===== src/rtl/fifo_rd_pkg.sv =====
// Shared types and constants for the synch_fifo burst reader.
package fifo_rd_pkg;

  typedef enum logic [1:0] {
    RD_IDLE  = 2'd0,
    RD_BURST = 2'd1,
    RD_DRAIN = 2'd2
  } rd_state_t;

  localparam int SKID_DEPTH = 2;

endpackage


===== src/rtl/fifo_burst_reader_skid.sv =====
// Two-entry fall-through skid buffer carrying a data word plus its last tag.
module fifo_rd_skid
  import fifo_rd_pkg::*;
#(
  parameter int DATA_W = 32
) (
  input  logic              fifo_clk,
  input  logic              rst,
  input  logic              push,
  input  logic [DATA_W-1:0] push_data,
  input  logic              push_last,
  input  logic              pop,
  output logic              out_valid,
  output logic [DATA_W-1:0] out_data,
  output logic              out_last,
  output logic [1:0]        cnt
);

  logic [DATA_W:0] ent0;
  logic [DATA_W:0] ent1;
  logic [DATA_W:0] din;

  assign din = {push_data, push_last};

  always_ff @(posedge fifo_clk) begin
    if (!rst) begin
      cnt <= '0;
    end else begin
      cnt <= cnt + 2'(push) - 2'(pop);
    end
  end

  // Entry storage carries no reset; validity is tracked by cnt alone.
  always_ff @(posedge fifo_clk) begin
    case ({push, pop})
      2'b10: begin
        if (cnt == 2'd0) ent0 <= din;
        else             ent1 <= din;
      end
      2'b01: ent0 <= ent1;
      2'b11: begin
        if (cnt == 2'd1) begin
          ent0 <= din;
        end else begin
          ent0 <= ent1;
          ent1 <= din;
        end
      end
      default: ;
    endcase
  end

  assign out_valid = (cnt != 2'd0);
  assign out_data  = out_valid ? ent0[DATA_W:1] : '0;
  assign out_last  = out_valid & ent0[0];

endmodule


===== src/rtl/fifo_burst_reader.sv =====
// Burst reader draining synch_fifo onto a valid/ready stream with out_last per burst.
// Optional feature: define RD_WORD_CNT_EN to add the rd_word_cnt accepted-word counter.
module fifo_burst_reader
  import fifo_rd_pkg::*;
#(
  parameter int FIFO_WIDTH = 32,
  parameter int FIFO_PTR   = 4,
  parameter int BURST_LEN  = 4
) (
  input  logic                  fifo_clk,
  input  logic                  rst,
  input  logic                  fifo_empty,
  input  logic [FIFO_PTR:0]     fifo_data_avail,
  input  logic [FIFO_WIDTH-1:0] fifo_rddata,
  output logic                  fifo_rden,
  input  logic                  flush,
  output logic                  out_valid,
  output logic [FIFO_WIDTH-1:0] out_data,
  output logic                  out_last,
  input  logic                  out_ready,
`ifdef RD_WORD_CNT_EN
  output logic [15:0]           rd_word_cnt,
`endif
  output logic                  busy
);

  localparam logic [FIFO_PTR:0] BURST_W = (FIFO_PTR + 1)'(BURST_LEN);
  localparam logic [FIFO_PTR:0] ONE_W   = (FIFO_PTR + 1)'(1);

  rd_state_t         state;
  logic [FIFO_PTR:0] remaining;
  logic              inflight;
  logic              inflight_last;
  logic [1:0]        skid_cnt;
  logic              pop;
  logic [2:0]        occ;

  assign pop  = out_valid && out_ready;
  // Words already committed to the skid once this cycle's pop retires.
  assign occ  = 3'(skid_cnt) + 3'(inflight) - 3'(pop);
  assign fifo_rden = (state == RD_BURST) && (remaining != '0) && !fifo_empty &&
                     (occ < 3'(SKID_DEPTH));
  assign busy = (state != RD_IDLE);

  always_ff @(posedge fifo_clk) begin
    if (!rst) begin
      state     <= RD_IDLE;
      remaining <= '0;
      inflight  <= 1'b0;
    end else begin
      inflight <= fifo_rden;
      case (state)
        RD_IDLE: begin
          if (fifo_data_avail >= BURST_W) begin
            state     <= RD_BURST;
            remaining <= BURST_W;
          end else if (flush && (fifo_data_avail != '0)) begin
            state     <= RD_BURST;
            remaining <= fifo_data_avail;
          end
        end
        RD_BURST: begin
          if (fifo_rden) begin
            remaining <= remaining - ONE_W;
            if (remaining == ONE_W) state <= RD_DRAIN;
          end
        end
        RD_DRAIN: begin
          if ((skid_cnt == 2'd0) && !inflight) state <= RD_IDLE;
        end
        default: state <= RD_IDLE;
      endcase
    end
  end

  // Last tag follows the read through the FIFO's one-cycle latency.
  always_ff @(posedge fifo_clk) begin
    if (fifo_rden) inflight_last <= (remaining == ONE_W);
  end

  fifo_rd_skid #(
    .DATA_W (FIFO_WIDTH)
  ) u_skid (
    .fifo_clk  (fifo_clk),
    .rst       (rst),
    .push      (inflight),
    .push_data (fifo_rddata),
    .push_last (inflight_last),
    .pop       (pop),
    .out_valid (out_valid),
    .out_data  (out_data),
    .out_last  (out_last),
    .cnt       (skid_cnt)
  );

`ifdef RD_WORD_CNT_EN
  always_ff @(posedge fifo_clk) begin
    if (!rst) begin
      rd_word_cnt <= '0;
    end else if (pop) begin
      rd_word_cnt <= rd_word_cnt + 16'd1;
    end
  end
`endif

endmodule


===== config.mk =====
export PLATFORM = sky130hd
export DESIGN_NAME = fifo_burst_reader
export DESIGN_NICKNAME = d
export VERILOG_FILES = /design/src/rtl/fifo_rd_pkg.sv /design/src/rtl/fifo_burst_reader_skid.sv /design/src/rtl/fifo_burst_reader.sv
export SDC_FILE = /design/constraint.sdc
export NUM_CORES = 1
export LEC_CHECK = 0
export CAP_MARGIN = 20
export CELL_PAD_IN_SITES_DETAIL_PLACEMENT = 0
export CELL_PAD_IN_SITES_GLOBAL_PLACEMENT = 1
export CORE_ASPECT_RATIO = 1.2
export CORE_MARGIN = 3
export CORE_UTILIZATION = 40
export DETAILED_ROUTE_END_ITERATION = 10
export GPL_TIMING_DRIVEN = 0
export PLACE_DENSITY = 0.78
export RECOVER_POWER = 50
export SYNTH_ARGS = -nofsm -noshare
export SYNTH_HDL_FRONTEND = slang
export SYNTH_SLANG_ARGS = --single-unit

===== constraint.sdc =====
create_clock -name fifo_clk -period 4.1 [get_ports fifo_clk]
set_input_delay 0.41 -clock fifo_clk [delete_from_list [all_inputs] [get_ports fifo_clk]]
set_output_delay 0.41 -clock fifo_clk [all_outputs]
set_load 0.005 [all_outputs]

After elaboration in Yosys (flattened, before gate mapping):

Index checks and enable logic that the tools add are counted.

* register bits after elaboration: 77
* logic and storage cells: 67

* add/subtract/negate cells: 5
* order comparisons: 2
* eq/ne operators: 14
* mux-type cells: 17
* bitwise operators: 1
* reduce and logical (&&, ||, !) cells: 21

Operator list (count)
* $mux 33: 4
* $pmux 33 s3: 1
* $pmux 33 s2: 1
* $mux 32: 1
* $mux 5: 3
* $mux 2: 5
* $ne 2x2->1 const B: 5
* $pmux 5 s2: 1
* $reduce_bool 5->1: 2
* $reduce_bool 2->1: 4
* $eq 2x1->1 const B: 3
* $eq 2x2->1 const B: 3
* $logic_and 1x1->1: 6
* $pmux 2 s3: 1
* $reduce_and 3->1: 2
* $eq 5x1->1 const B: 1
* $ge 5x3->1 const B: 1
* $sub 5x1->5 const B: 1
* $logic_not 2->1: 2
* $reduce_and 4->1: 1
* $add 2x1->3: 1
* $lt 3x2->1 const B: 1
* $ne 3x3->1 const B: 1
* $reduce_bool 3->1: 1
* other kinds (7): 8

Depth between registers and ports, before layout:

* depth after elaboration: 7
* depth in mapped cells: 10
* depth with buffers taken out: 9

Cells and area by module:

Synthesis repeated with hierarchy kept, for this count alone.

* cells, all modules: 342
* area, all modules: 4354.2 um^2

By module, submodules not included
* fifo_rd_skid: instances 1, cells each 272, area an instance 3727.3 um^2, seq. area each 2021.9 um^2
* fifo_burst_reader: instances 1, cells each 70, area an instance 626.9 um^2, seq. area each 190.2 um^2

Least setup slack after synthesis:

Ideal clock, no wire load.

* path kind: input -> register
* from: input out_ready
* to: register u_skid.ent1[0], enable pin
* library setup time: 474 ps
* arrival: 3005 ps
* required time: 3626 ps
* slack: 621 ps
* stages: 2
* path buffers: 0
* cells stage by stage: nand2b_1 a21boi_0

* cells in the longest elaborated chain, start to end: 4

Ends and longest elaborated chain
* start, declared: RTL line fifo_burst_reader.sv:20 `input logic out_ready,`
* $logic_and 1x1->1 *: RTL line fifo_burst_reader.sv:38 `assign pop = out_valid && out_ready;`
* $eq 2x2->1: RTL line fifo_burst_reader_skid.sv:35 `case ({push, pop})`
* $ne 2x2->1 (no source line) or $reduce_bool 2->1 (tied branches)
* $reduce_and 3->1 (no source line) *
* end signal, assigned: RTL line fifo_burst_reader_skid.sv:38 `else ent1 <= din;`
* end signal, assigned: RTL line fifo_burst_reader_skid.sv:46 `ent1 <= din;`
* end, declared: RTL line fifo_burst_reader_skid.sv:20 `logic [DATA_W:0] ent1;`

Every way passes the cells marked *; elsewhere a longest branch is shown, timed or not.
A chain may end at the register's enable or synchronous reset.

Final worst setup path:

* from: input out_ready
* to: output fifo_rden

* cells in the longest elaborated chain, start to end: 4

Ends and longest elaborated chain
* $logic_and 1x1->1: RTL line fifo_burst_reader.sv:38
* $sub 3x1->3: RTL line fifo_burst_reader.sv:40 `assign occ = 3'(skid_cnt) + 3'(inflight) - 3'(pop);`
* via occ[1]: RTL line fifo_burst_reader.sv:36 `logic [2:0] occ;`
* $lt 3x2->1: RTL line fifo_burst_reader.sv:42 `(occ < 3'(SKID_DEPTH));`
* $logic_and 1x1->1: RTL line fifo_burst_reader.sv:41 `assign fifo_rden = (state == RD_BURST) && (remaining != '0) && !fifo_empty &&`
* end, declared: RTL line fifo_burst_reader.sv:15 `output logic fifo_rden,`

The timed path passes the listed nets, and every way through them passes these cells.

==> metrics.txt <==
result of the run=complete, no violations; Clock Tree Buf Depth=2; vias per cell=4.941; final setup violation count=0; number of sinks handled by clock tree synthesis=77; Antenna Diode Count=0; share of cells above drive strength 1=18.15%; Slew @ Worst Pin=1468 ps; horizontal extent of the die=88.96 um; fill cell count=633; Post-CTS Setup Inserts=0; Leak Pwr=1.521 nW; count of mapped cells out of synthesis=220; DPL Wire Length=4470 um; Post-Route WL=6418 um; number of antenna violations at the first check in global routing=0; post-synthesis net count=267; total power per unit cell area=371.0 mW/mm2; worst hold slack after final layout=471.8 ps; Layout Utilization=55.91%; most frequent standard cell in the layout excluding fill and tap cells=sky130_fd_sc_hd__edfxtp_1; kind of start point of the critical path=primary input; cells along the critical path=clkdlybuf4s50_1 > nand2b_1 > nand2_1 > ha_1 > fa_1 > or4b_1 > or3_1 > buf_6 > clkinv_8 > clkdlybuf4s50_1; flip-flop and latch count after synthesis=77; Slew Viols, Final=0; Tightest Hold Check Type=reg -> reg; vias=2006; Syn Area/Cell=15.01 um2; TritonCTS clock tree=yes; min Tclk post-route=3799 ps; Max-cap violations=0; critical path peak fanout=7; overall global routing resource usage=14.23%; Wirelength per Cell=15.81 um; clock latency at the later pin of the worst-skew pair=340 ps; starting density of the core=42.14%; total die area=0.009389 mm2; Yosys Warn Count=0; Post-Syn Area=0.003303 mm2; post-place setup slack=268.2 ps; worst vdd ir=0.1790 mV; worst-case headroom to the max-slew limit=2.101%; highest clock rate=0.2633 GHz; delay contributed by the slowest stage of the critical path=510 ps; total of cells resized after clock tree synthesis=0; Core Area=0.007839 mm2; pin count of the biggest net entering global routing=34; via count of the first global-routing pass=1986; clk root buf=sky130_fd_sc_hd__clkbuf_8; number of hold violations in the final report=0; final total negative setup slack=0 ps; kind of end point of the critical path=primary output; number of remaining DRC errors=0; CTS clock-pin slew for the worst setup and hold paths=80 ps; deepest level of the CTS H-tree=3; critical-path cell with the highest stage delay=sky130_fd_sc_hd__clkdlybuf4s50_1; I/O pin count=78; count of input and output buffers=77; final weighted congestion of routability-driven global placement=0.7776; P&R area growth vs syn=32.69%; required arrival time at the worst endpoint=3690 ps; cts bufs inserted=9; global-route congestion overflow total=0; Arr. time, crit path=3390 ps; number of DRC markers in iteration 0=87; Layout Nets=356; share of the yosys chip area belonging to registers=66.97%; residual antenna-violating net count after detailed routing=0; row cnt=35; highest-count cells in the layout ignoring fill and taps=sky130_fd_sc_hd__edfxtp_1, sky130_fd_sc_hd__clkdlybuf4s50_1, sky130_fd_sc_hd__and2_1; number of hold buffers added after CTS=0; final worst slack=301.4 ps; Synth cell types=41; overall power after layout=1.626 mW; wire length of the first global-routing pass=10040 um; setup repair after global routing missed its margin=no; Top cell by count, worst path=sky130_fd_sc_hd__clkdlybuf4s50_1; maximum clock skew at final layout=8.156 ps; part of the cycle the worst path needs=92.65%; height of the die=105.5 um; worst setup path category=in -> out; first-pass detailed-route iteration total=4
## Yosys cell counts (all sizes together)
library cell | count | area [um2]
nor2 | 4 | 17.52
fa | 1 | 20.02
and2 | 36 | 226.5
buf | 1 | 11.26
a31o | 2 | 17.52
nand3 | 1 | 5.000
a21oi | 2 | 10.01
or4b | 3 | 30.03
nor3b | 1 | 7.510
or2 | 2 | 12.51
nand2b | 3 | 18.77
nor4 | 1 | 6.260
ha | 4 | 50.05
o21a | 3 | 22.52
o22ai | 2 | 12.51
inv | 5 | 18.77
a31oi | 1 | 6.260
nand3b | 2 | 15.01
nor2b | 1 | 6.260
o2111ai | 1 | 8.760
clkinv | 1 | 16.27
nor4b | 1 | 8.760
xnor2 | 1 | 8.760
or2b | 1 | 7.510
and3 | 1 | 6.260
a211oi | 1 | 7.510
mux2 | 34 | 382.9
or3 | 1 | 6.260
a21boi | 1 | 7.510
clkbuf | 8 | 30.03
mux2i | 1 | 10.01
nor3 | 3 | 15.01
o21ai | 7 | 38.79
dfxtp | 10 | 200.2
edfxtp | 67 | 2012
nand2 | 6 | 22.52
## state kept, by name, indices dropped and copies added (netlist names)
register,count
u_skid.cnt,2
remaining,5
inflight_last,1
inflight,1
state,2
u_skid.ent0,33
u_skid.ent1,33
## layout make-up
type	instances	area, um2	share of cell area, %
multi-input cells	128	1015	23.15
plain buffers	9	41.29	0.9421
clock inverters	7	66.31	1.513
flip-flops and latches	77	2212	50.47
inverters	6	35.03	0.7993
clock buffers	9	123.9	2.826
repair buffers	78	774.5	17.67
well taps	92	115.1	2.626
## worst max-delay path, delay by kind of cell
| kind | cells | cell delay, ps |
|---|---|---|
| adder cells (fa/ha/maj) | 2 | 660 |
| buffers and inverters | 4 | 1220 |
| AND/OR/NAND/NOR | 4 | 1100 |
## per-layer routing
layer	part of all wire (%)	vias to the layer above	global-route usage [%]
met5	0	-	0
met1	45	952	18.89
met2	47	63	21.76
met4	1.6	0	5.319
li1	-	984	-
met3	6.4	7	4.378
## metrics by stage
step / cell area, um2 / cells
CTS: 4410 / 406
global route: 4383 / 406
finish: 4383 / 406
detailed placement: 4220 / 390
floorplan: 3303 / 220
global placement: 4189 / 389
## report_power, final
| group | switching (mW) | internal (mW) | total [mW] |
|---|---|---|---|
| Clock | 0.275 | 0.277 | 0.552 |
| Combinational | 0.0784 | 0.0987 | 0.177 |
| Sequential | 0.0125 | 0.885 | 0.897 |
## cells by family after synthesis
| kind of cell | synth area share (%) |
|---|---|
| AOI/OAI and AO/OA | 3.978 |
| adders and majority gates | 2.121 |
| buffers and inverters | 2.311 |
| DFF | 66.97 |
| xor gates and xnor gates | 0.2652 |
| muxes | 11.89 |
| and+or+nand+nor | 12.46 |
## worst paths after layout
| path | startpoint | endpoint | slack (ps) | cells past startpoint |
|---|---|---|---|---|
| setup / recovery | out_ready | fifo_rden | 300 | 10 |
| hold / removal | inflight_last$_DFFE_PP_ | u_skid.ent1[0]$_DFFE_PP_ | 470 | 0 |
| setup reg to reg | u_skid.cnt[1]$_SDFF_PN0_ | u_skid.ent1[5]$_DFFE_PP_ | 1110 | 3 |
| hold reg to reg | inflight_last$_DFFE_PP_ | u_skid.ent1[0]$_DFFE_PP_ | 470 | 0 |
No activity file was read; power rests on OpenSTA's default activity.
==> edit: new RTL, config.mk and constraints unchanged <==
Encoding of `rd_state_t`: now one-hot (3 bits for 3 states).
--- a/src/rtl/fifo_rd_pkg.sv
+++ b/src/rtl/fifo_rd_pkg.sv
@@ -1,10 +1,10 @@
 // Shared types and constants for the synch_fifo burst reader.
 package fifo_rd_pkg;
 
-  typedef enum logic [1:0] {
-    RD_IDLE  = 2'd0,
-    RD_BURST = 2'd1,
-    RD_DRAIN = 2'd2
+  typedef enum logic [2:0] {
+    RD_IDLE  = 3'b001,
+    RD_BURST = 3'b010,
+    RD_DRAIN = 3'b100
   } rd_state_t;
 
   localparam int SKID_DEPTH = 2;
Check against the original RTL: no difference found for any inputs over 10 cycles, from zero or initial values and one cycle with rst low; not proved beyond that.
==> edit against the original RTL <==
- the flow now finishes with violations (capacitance limit, slew limit)
- clock skew grew 0.0044 ns
- sequential cell count grew 1
- design area grew 0.46%
- sequential share of layout area grew 0.23 points
- synthesized cell count shrank 0.45%
- critical path depth shrank 2
- die area grew 0.22%
- setup slack gained 0.33 ns
- total power shrank 0.83%
- non-clock buffer count shrank 1
- area after synthesis grew 0.23%
- global-route usage grew 0.54 points
- routed wire length grew 1.4%
- critical endpoint unchanged
- largest power group unchanged
- highest routed layer unchanged
==> edit: results (changes against the original RTL) <==
max-slew violation count=21 (+21); register-to-register setup slack=1.15 ns (+0.04 ns); Inst Count DP=389 (-0.26%); reg2reg start=u_skid.cnt[1]; Critical Path AT=3.06 ns (-0.33 ns); initial antenna violation count=1 (+1); failing checks=capacitance limit, slew limit; Finish-stage setup viols=0 (unchanged); most used flip-flop cell after synthesis=edfxtp_1; Worst-Skew Late Latency=roughly 0.35 ns; ratio of cells with drive above 1 in the final layout=18.2% (+0.058 points); Largest regs=u_skid.ent0 x33, u_skid.ent1 x33, remaining x5; HPWL Detailed=4520 um (+1.2%); Worst Skew=0.0126 ns (+0.00442 ns); LEAKAGE=1.51 nW (-0.53%); Post-synth EDFFs=67 (unchanged); Routed wire per std cell=16.0 um (+1.1%); Setup Buffers After CTS=0 (unchanged); vias in the first global route=2042 (+2.8%); status=complete, but fails checks; register area share after synthesis=67.4% (+0.45 points); routability cong.=0.793 (+2.0%); Worst-Margin Slew=1.87 ns (+0.401 ns); cts bufs inserted=9 (unchanged); top cells by area, synth=edfxtp_1 61%, mux2_2 12%, and2_1 6.8%; library cells used by synthesis=39 (-4.9%); IO Port Bufs=77 (unchanged); first-pass GRT wire length=10400 um (+3.6%); R2R cell count=3 (unchanged); Post-Syn Nets=266 (-0.37%); most instantiated cells after synthesis=67 x edfxtp_1, 36 x and2_1, 34 x mux2_2; Tot GR Track Use=14.8% (+0.54 points); vias=2056 (+2.5%); Worst Path Max Fanout=5 (-2); Max-cap violations=1 (+1); RR Endpoint=u_skid.ent1[2]; Hold Crit Class=reg2reg; Ys Warns=0 (unchanged); final-stage net count=355 (-0.28%); sw frac=22.9% (+0.43 points); Setup WS pre-CTS=0.651 ns (+0.383 ns); via/cell ratio=5.05 (+2.2%); VDD IR max=188 uV (+5.0%); initial drt markers=92 (+5.7%); Gate Count Post-Synth=219 (-0.45%)
==> edit: power groups by stage <==
stage	registers, mW	clock network [mW]	logic [mW]
final	0.887	0.581	0.145
after CTS	0.887	0.593	0.154
after global placement	0.904	0	0.150
after detailed placement	0.905	0	0.152
after floorplan	0.902	0	0.0794
after global routing	0.889	0.633	0.162
==> edit: worst max-delay path by stage <==
stage | startpoint | end | slack (ns) | cells past startpoint
finish | out_ready | fifo_rden | 0.63 | 8
global route | out_ready | u_skid.ent1[10] | 0.46 | 4
CTS | out_ready | fifo_rden | 0.64 | 8
detailed placement | out_ready | fifo_rden | 0.65 | 9
global placement | out_ready | u_skid.ent1[4] | -1.25 | 3
floorplan | out_ready | u_skid.ent1[0] | 0.62 | 2
==> edit: final cells by class <==
class                           instances  area, um2
Inverter                                6       22.5
Buffer                                  8       37.5
Fill cell                             649       3480
Sequential cell                        78       2230
Tap cell                               92        115
Antenna cell                            2       5.00
Clock inverter                          6       70.1
Clock buffer                           10        128
Timing Repair Buffer                   78        774
Multi-Input combinational cell        127       1020
==> edit: stage by stage <==
| stage | power [mW] | cell area, um2 | setup TNS [ns] | hold slack (ns) | utilization (%) |
|---|---|---|---|---|---|
| floorplan | 0.981 | 3310 | 0 | 0.420 | - |
| global placement | 1.05 | 4200 | -41.33 | 0.429 | 53.2 |
| detailed placement | 1.06 | 4220 | 0 | 0.441 | 53.6 |
| CTS | 1.63 | 4420 | 0 | 0.463 | 56.1 |
| global route | 1.68 | 4400 | 0 | 0.475 | 55.8 |
| finish | 1.61 | 4400 | 0 | 0.461 | 55.9 |
==> edit: logic make-up after synthesis <==
logic type      after synthesis  synth area share, %
fa+ha+maj                     5                 2.12
buf+inv                      14                 1.81
compound gates               24                 4.88
mux                          34                 11.6
flops                        78                 67.4
xor+xnor                      1                0.265
simple gates                 63                 11.9
==> edit: layer usage <==
layer	global-route usage [%]	part of all wire, %	vias to the layer above	wire [um]
met2	22.5	47	63	3050
met3	5.79	6.5	9	424
met1	19.4	45	993	2960
li1	-	-	991	-
met4	4.47	1.1	0	72
met5	0	0	-	0
==> edit: critical path: stages <==
cell	delay (ns)
dlygate4sd3_1	0.58
nand3b_1	0.15
nand2_1	0.07
ha_1	0.19
fa_1	0.50
nor4_4	0.37
and2_2	0.27
clkdlybuf4s50_1	0.52
